### src/rtl/ram_reader_pkg.sv
// Shared types and default widths for the burst RAM reader.
package ram_reader_pkg;

  localparam int DEF_DATA_WIDTH    = 32;
  localparam int DEF_ADDRESS_WIDTH = 12;
  localparam int DEF_COUNT_WIDTH   = 5;

  typedef enum logic [2:0] {
    IDLE    = 3'd0,
    ADDR    = 3'd1,
    CAPTURE = 3'd2,
    HOLD    = 3'd3,
    FINISH  = 3'd4
  } state_e;

endpackage

### src/rtl/ram_reader.sv
// Burst reader: fetches 'count' consecutive words from a registered-output
// RAM starting at 'base_addr' and presents them one at a time on a
// valid/ready stream, pulsing 'done' when the burst ends.
//
//   state   | meaning
//   --------+----------------------------------------------------------
//   IDLE    | waiting for start; ram_addr holds its last value
//   ADDR    | ram_addr = base + index is presented to the RAM
//   CAPTURE | RAM read data is valid; it is registered into out_data
//   HOLD    | word presented on out_*, waiting for out_ready
//   FINISH  | done pulse, one cycle, then back to IDLE
module ram_reader
  import ram_reader_pkg::*;
#(
  parameter int DATA_WIDTH    = DEF_DATA_WIDTH,
  parameter int ADDRESS_WIDTH = DEF_ADDRESS_WIDTH,
  parameter int COUNT_WIDTH   = DEF_COUNT_WIDTH
) (
  input  logic                     clk,
  input  logic                     reset,
  input  logic                     start,
  input  logic [ADDRESS_WIDTH-1:0] base_addr,
  input  logic [COUNT_WIDTH-1:0]   count,
  output logic [ADDRESS_WIDTH-1:0] ram_addr,
  output logic                     ram_wEn,
  output logic [DATA_WIDTH-1:0]    ram_dataIn,
  input  logic [DATA_WIDTH-1:0]    ram_dataOut,
  output logic                     out_valid,
  input  logic                     out_ready,
  output logic [DATA_WIDTH-1:0]    out_data,
  output logic [COUNT_WIDTH-1:0]   out_index,
  output logic                     out_last,
  output logic                     busy,
  output logic                     done
);

  localparam logic [COUNT_WIDTH-1:0] CNT_ONE = COUNT_WIDTH'(1);

  state_e                   state_q, state_d;
  logic [ADDRESS_WIDTH-1:0] base_q, base_d;
  logic [COUNT_WIDTH-1:0]   count_q, count_d;
  logic [COUNT_WIDTH-1:0]   idx_q, idx_d;
  logic [ADDRESS_WIDTH-1:0] addr_q, addr_d;
  logic [DATA_WIDTH-1:0]    out_data_q, out_data_d;
  logic [COUNT_WIDTH-1:0]   out_index_q, out_index_d;
  logic                     out_last_q, out_last_d;
  logic                     out_valid_q, out_valid_d;

  logic                     handshake;
  logic [COUNT_WIDTH-1:0]   idx_inc;

  assign handshake = out_valid_q & out_ready;
  assign idx_inc   = idx_q + CNT_ONE;

  // State register.
  always_ff @(posedge clk or posedge reset) begin
    if (reset) begin
      state_q <= IDLE;
    end else begin
      state_q <= state_d;
    end
  end

  // Next-state logic; start is only looked at in IDLE.
  always_comb begin
    state_d = state_q;
    case (state_q)
      IDLE: begin
        if (start) begin
          state_d = (count == '0) ? FINISH : ADDR;
        end
      end
      ADDR:    state_d = CAPTURE;
      CAPTURE: state_d = HOLD;
      HOLD: begin
        if (handshake) begin
          state_d = out_last_q ? FINISH : ADDR;
        end
      end
      FINISH:  state_d = IDLE;
      default: state_d = IDLE;
    endcase
  end

  // FSM outputs decoded from the current state.
  always_comb begin
    busy = (state_q != IDLE);
    done = (state_q == FINISH);
  end

  // Datapath next values: burst parameters, index, RAM address and output word.
  always_comb begin
    base_d      = base_q;
    count_d     = count_q;
    idx_d       = idx_q;
    addr_d      = addr_q;
    out_data_d  = out_data_q;
    out_index_d = out_index_q;
    out_last_d  = out_last_q;
    out_valid_d = out_valid_q;
    case (state_q)
      IDLE: begin
        if (start) begin
          base_d  = base_addr;
          count_d = count;
          idx_d   = '0;
          // Address for index 0 is loaded now so it is already on the
          // RAM port throughout ADDR.
          addr_d  = base_addr;
        end
      end
      CAPTURE: begin
        out_data_d  = ram_dataOut;
        out_valid_d = 1'b1;
        out_index_d = idx_q;
        out_last_d  = (idx_q == (count_q - CNT_ONE));
      end
      HOLD: begin
        if (handshake) begin
          out_valid_d = 1'b0;
          if (!out_last_q) begin
            idx_d  = idx_inc;
            // Wraps naturally at ADDRESS_WIDTH bits.
            addr_d = base_q + ADDRESS_WIDTH'(idx_inc);
          end
        end
      end
      default: ;
    endcase
  end

  // Datapath registers.
  always_ff @(posedge clk or posedge reset) begin
    if (reset) begin
      base_q      <= '0;
      count_q     <= '0;
      idx_q       <= '0;
      addr_q      <= '0;
      out_data_q  <= '0;
      out_index_q <= '0;
      out_last_q  <= 1'b0;
      out_valid_q <= 1'b0;
    end else begin
      base_q      <= base_d;
      count_q     <= count_d;
      idx_q       <= idx_d;
      addr_q      <= addr_d;
      out_data_q  <= out_data_d;
      out_index_q <= out_index_d;
      out_last_q  <= out_last_d;
      out_valid_q <= out_valid_d;
    end
  end

  assign ram_addr   = addr_q;
  assign ram_wEn    = 1'b0;
  assign ram_dataIn = '0;
  assign out_valid  = out_valid_q;
  assign out_data   = out_data_q;
  assign out_index  = out_index_q;
  assign out_last   = out_last_q;

endmodule

### config.mk
export PLATFORM = sky130hd
export DESIGN_NAME = ram_reader
export DESIGN_NICKNAME = d
export VERILOG_FILES = /design/src/rtl/ram_reader_pkg.sv /design/src/rtl/ram_reader.sv
export SDC_FILE = /design/constraint.sdc
export NUM_CORES = 1
export LEC_CHECK = 0
export CORE_ASPECT_RATIO = 1.25
export CORE_UTILIZATION = 45
export CTS_CLUSTER_DIAMETER = 60
export CTS_CLUSTER_SIZE = 16
export DETAILED_ROUTE_END_ITERATION = 10
export PLACE_DENSITY = 0.82
export SLEW_MARGIN = 10
export SYNTH_ARGS = -nofsm -noshare
export SYNTH_HDL_FRONTEND = slang
export SYNTH_SLANG_ARGS = --single-unit
### constraint.sdc
create_clock -name clk -period 3.2 [get_ports clk]
set_clock_uncertainty 0.15 [all_clocks]
set_input_delay 0.64 -clock clk [delete_from_list [all_inputs] [get_ports clk]]
set_output_delay 0.64 -clock clk [all_outputs]
set_load 0.01 [all_outputs]
==> flow_summary.ini, run 1 <==
[critical_path]
crit_arrival_ns = 2.86
cp_data_required_time_ns = 3.33
cp_max_fo = 7
cp_top_family = simple AND/OR/NAND/NOR gates
max_stage_delay_ns = 0.48
crit_path_start_kind = flop
end_kind = flop
path_cells = ha_1 > nand3_1 > xnor2_1 > ha_1 > nand2_1 > o21ai_0 > nand2_1 > or4_1 > nand3_1
worst_path_max_delay_cell = dfrtp_1
cp_num_buf_inv = 0
worstSetupPathType = reg -> reg

[finish]
seq_area_sq_mm = 0.00190
drive_above_1_share_pct = 13.8
nets = 512
num-fill-cells = 649
n_antenna_cell = 0
multi_input_area_sq_mm = 0.00159
synthToLayoutAreaGrowth_pct = 33.1
layout_commonest_cell = clkdlybuf4s50_1
final_cell_mix = clkdlybuf4s50_1 (105), dfrtp_1 (76), nand2_1 (65)
final_area_sq_mm = 0.00494

[route]
drt_iter0_markers = 150
vias = 2852
vias_per_cell = 5.18
routedWlPerCell_um = 15.8
firstDrtPassIters = 4
drc_errors = 0
drt-total-wl_um = 8690
ant_nets = 0

[synthesis]
synth_area_leaders = dfrtp_1 (51%), mux2_2 (11%), buf_4 (7.1%), nand2_1 (6.6%), ha_1 (2.4%)
yosysTopAreaCellShare_pct = 51.2
yosys_warnings = 0
ys_seq_area_share_pct = 51.2
synth_area_leader_cell = dfrtp_1
synth_area_per_cell_sq_um = 10.8
ys_types = 40
ys_seq_elements = 76
syn_area_sq_mm = 0.00371
synthCells = 345

[timing]
rsz0062_at_grt = no
worst-slew-pin-transition_ns = 0.605
fmax_mhz = 366
hold_ws_ns = 0.344
drv_slew = 0
fin_crit_ns = 2.73
slew_headroom_pct = 59.7
final_hold_viol_count = 0
setup_viol = 0
finalCritPeriodShare_pct = 85.5
tns_ns = 0

[placed_design]
placed_area_sq_mm = 0.00474
dp_hpwl_um = 6430
io_buffers = 105
gp_congestion = 0.810

[power]
ir_drop_mv = 0.537
p_leak_nw = 2.22
p_per_area_mw_per_mm2 = 897

[cts]
cts-buffers-inserted = 9
root_buffer = clkbuf_8
h-tree-depth = 3
clkLatencyLatePin_ns = 0.35
clockBufferDepth = 2
cts_tree = done
ctsResizeCount = 0
cts_sinks = 76
postCtsSetupRepairBufs = 0
path_clk_slew_ns = 0.08
cts_hold_buf = 0

[global_route]
grt_max_degree = 77
grt_use_met2_pct = 36.0
grt_overflow = 0
first_global_vias = 2921
grt_antenna_before_repair = 0
grt_pass1_wl_um = 14600
grt_use_met1_pct = 26.9
use_met3_pct = 5.26
grt.busiest_layer = met2
gr-usage-all-layers_pct = 21.4

[status]
status = complete, no violations

[job]
max_cap_viol_count = 0

[floorplan]
core_area_sq_mm = 0.00788
dieArea_sq_mm = 0.00862
rows = 36
die_w_um = 83.3
start_util_pct = 47.1
fp.dieH_um = 104
top_level_ports = 139

[worst_hold_path]
hold_class = reg -> reg
## synth_stat cells
master,count
a21o_1,1
a21oi_1,8
a22o_1,3
a22oi_1,7
a2bb2oi_1,1
a31oi_1,3
a32oi_1,1
and2_1,3
and3_1,2
buf_2,6
buf_4,35
buf_6,1
clkbuf_1,4
conb_1,1
dfrtp_1,76
fa_1,1
ha_1,7
inv_1,8
mux2_2,37
nand2_1,65
nand2b_1,2
nand3_1,11
nand3b_1,1
nand3b_4,1
nand4_1,2
nor2_1,8
nor2_2,1
nor2b_1,2
nor3_1,4
nor3_4,2
nor4_1,1
o211ai_1,2
o21ai_0,14
o21bai_1,2
o22ai_1,1
o31ai_1,1
or3_1,2
or4_1,1
xnor2_1,8
xor2_1,9
## per-stage QoR
step / utilization (%) / power (mW) / std cells / setup slack (ns)
after global placement: 60.1 / 3.61 / 535 / 0.659
after CTS: 62.7 / 4.47 / 551 / 0.490
after global routing: 62.7 / 4.74 / 551 / 0.297
after detailed placement: 60.1 / 3.70 / 535 / 0.572
after floorplan: - / 2.80 / 377 / 0.472
final: 62.7 / 4.43 / 551 / 0.465
## cells by family after synthesis
group           share of synthesized area (%)
flops                                    51.2
fa+ha+maj                                2.90
xor+xnor                                 4.01
buf+inv                                  9.40
other cells                             0.101
compound gates                           7.44
mux                                      11.2
simple gates                             13.7
## power breakdown
group | switching [mW] | total [mW] | internal (mW)
logic | 0.844 | 1.94 | 1.10
clock network | 0.372 | 0.759 | 0.387
registers | 0.343 | 1.73 | 1.39
total | 1.56 | 4.43 | 2.87
## layout make-up
type / instances / area share, %
timing repair buffer: 109 / 22.1
tap: 95 / 2.40
sequential: 76 / 38.5
inverter: 8 / 0.607
clock inverter: 6 / 1.44
clock buffer: 10 / 2.78
multi-input combinational: 247 / 32.2
## worst min-delay path, stage by stage (launching register included)
cell	delay, ns
dfrtp_1	0.36
nand2_1	0.05
nand2_1	0.06
## path summary, 6_finish.rpt
path | depth (start not counted) | from | end | slack [ns]
setup / recovery | 9 | idx_q[0]$_DFFE_PP0P_ | ram_addr[10]$_DFFE_PP0P_ | 0.47
hold / removal | 2 | base_q[0]$_DFFE_PP0P_ | base_q[0]$_DFFE_PP0P_ | 0.34
setup reg to reg | 9 | idx_q[0]$_DFFE_PP0P_ | ram_addr[10]$_DFFE_PP0P_ | 0.47
hold reg to reg | 2 | base_q[0]$_DFFE_PP0P_ | base_q[0]$_DFFE_PP0P_ | 0.34
max in group asynchronous | 3 | reset | out_index[3]$_DFFE_PP0P_ | 2.03
min in group asynchronous | 3 | reset | out_data[14]$_DFFE_PP0P_ | 0.52
## flip-flops by register name, summed over array words and instances (netlist names)
signal / flops
out_index: 5
out_last: 1
count_q: 5
ram_addr: 12
base_q: 12
idx_q: 5
out_valid: 1
state_q: 3
out_data: 32
## routing by layer
metal | share of wire [%] | vias up
met1 | 42 | 1384
met5 | 0 | -
met2 | 49 | 139
li1 | - | 1321
met3 | 7.7 | 8
met4 | 1.0 | 0
Power figures use the tool's default switching activity.
==> inputs of run 2 (changes only) <==
--- a/config.mk
+++ b/config.mk
@@ -6,6 +6,7 @@
 export NUM_CORES = 1
 export LEC_CHECK = 0
 export CORE_ASPECT_RATIO = 1.25
+export CORE_MARGIN = 2
 export CORE_UTILIZATION = 45
 export CTS_CLUSTER_DIAMETER = 60
 export CTS_CLUSTER_SIZE = 16
==> run 2 against run 1 <==
- count of clock-buffer cells in the layout grew 3
- cell count grew 0.36%
- via count shrank 1.3%
- critical path type unchanged
- critical endpoint unchanged
- largest cell class unchanged
- largest power group unchanged
==> flow_summary.ini, run 2 (synthesized netlist as in run 1, its figures left out) <==
[status]
status = complete, no violations

[route]
vias_per_cell = 5.09
ant_nets = 0
firstDrtPassIters = 4
drt-total-wl_um = 8740
routedWlPerCell_um = 15.8
vias = 2814
drt_iter0_markers = 133
drc_errors = 0

[cts]
ctsResizeCount = 0
postCtsSetupRepairBufs = 0
clkLatencyLatePin_ns = 0.35
cts_tree = done
h-tree-depth = 3
cts_sinks = 76
path_clk_slew_ns = 0.07
cts_hold_buf = 0
clockBufferDepth = 2
root_buffer = clkbuf_8
cts-buffers-inserted = 9

[power]
p_per_area_mw_per_mm2 = 893
power.share.switching_pct = 34.7
combPwrFrac_pct = 44.3
internal-power_mw = 2.87
power_frac_seq_pct = 39.6
p_leak_nw = 2.21
p_clk_share_pct = 16.1
net-switching-power_mw = 1.52
ir_drop_mv = 0.510

[finish]
n_antenna_cell = 0
multi_input_area_sq_mm = 0.00159
num-fill-cells = 672
layout_commonest_cell = clkdlybuf4s50_1
nets = 513
synthToLayoutAreaGrowth_pct = 32.4
drive_above_1_share_pct = 13.2
final_cell_mix = clkdlybuf4s50_1 (105), dfrtp_1 (76), nand2_1 (65)
largest_reg_flops = 32
seq_area_sq_mm = 0.00190
final_area_sq_mm = 0.00492

[floorplan]
core_area_sq_mm = 0.00815
rows = 37
fp.dieH_um = 106
die_w_um = 85.3
top_level_ports = 139
dieArea_sq_mm = 0.00900
start_util_pct = 45.6

[global_route]
grt_pass1_wl_um = 14400
grt_max_degree = 39
grt_antenna_before_repair = 0
gr-usage-all-layers_pct = 20.8
grt_overflow = 0
first_global_vias = 2934

[placed_design]
gp_congestion = 0.830
dp_hpwl_um = 6500
placed_area_sq_mm = 0.00473
io_buffers = 105

[timing]
rsz0062_at_grt = no
fmax_mhz = 379
slew_headroom_pct = 49.3
final_hold_viol_count = 0
worst-slew-pin-transition_ns = 0.760
tns_ns = 0
setup_viol = 0
fin_crit_ns = 2.64
drv_slew = 0
finalCritPeriodShare_pct = 82.5

[critical_path]
crit_arrival_ns = 2.78
timing.rr.start = idx_q[0]$_DFFE_PP0P_
cp_data_required_time_ns = 3.34
crit_path_start_kind = flop
end_kind = flop
worstSetupPathType = reg -> reg
crit_path_start = idx_q[0]$_DFFE_PP0P_
cp_max_fo = 7

[worst_hold_path]
worstHoldStart = base_q[0]$_DFFE_PP0P_
hold_class = reg -> reg

[job]
max_cap_viol_count = 0
-- run 2: cell count changes in the layout (fill, tap and decap cells not counted), sizes merged --
cell | before | now
inv | 9 | 8
clkbuf | 10 | 13
clkinv | 2 | 1
clkinvlp | 2 | 0
buf | 4 | 5
-- run 2: metrics by stage --
step	cells	power [mW]	hold slack, ns	utilization [%]	setup WS (ns)
detailed placement	538	3.70	0.324	58.1	0.591
finish	553	4.39	0.340	60.4	0.561
CTS	553	4.43	0.342	60.4	0.561
floorplan	377	2.80	0.302	-	0.472
global placement	538	3.60	0.323	58.1	0.666
global route	553	4.70	0.379	60.4	0.336
-- run 2: final cells by class --
class	instances	area share (%)
clock buffer	13	3.03
clock inverter	2	0.712
inverter	8	0.611
multi-input combinational	247	32.4
sequential	76	38.7
tap	97	2.47
timing repair buffer	110	22.1
-- run 2: critical path, cell delays in order, from the launching register on --
cell,delay (ns)
dfrtp_1,0.46
ha_1,0.28
nand3_1,0.13
xnor2_1,0.19
ha_1,0.38
nand2_1,0.07
o21ai_0,0.30
nand2_1,0.12
or4_1,0.40
nand3_1,0.09
-- run 2: worst paths after layout --
kind                                            endpoint  slack (ns)  depth (start not counted)
min in group asynchronous       out_data[10]$_DFFE_PP0P_        0.60                          2
worst min register to register     base_q[0]$_DFFE_PP0P_        0.34                          2
worst min-delay path               base_q[0]$_DFFE_PP0P_        0.34                          2
worst max-delay path            ram_addr[10]$_DFFE_PP0P_        0.56                          9
worst max register to register  ram_addr[10]$_DFFE_PP0P_        0.56                          9
max in group asynchronous          base_q[6]$_DFFE_PP0P_        1.52                          3
-- run 2: layer usage --
layer | global-route usage [%] | vias to the layer above | share of wire, %
li1 | - | 1315 | -
met1 | 24.7 | 1348 | 40
met2 | 34.8 | 134 | 49
met3 | 5.48 | 17 | 8.3
met4 | 9.75 | 0 | 2.3
met5 | 0 | - | 0
-- run 2: power groups by stage --
stage	logic, mW	registers, mW	clock network, mW
after floorplan	1.01	1.79	0
after global placement	1.88	1.72	0
after detailed placement	1.95	1.75	0
after CTS	1.96	1.74	0.731
after global routing	2.12	1.81	0.773
final	1.95	1.74	0.708
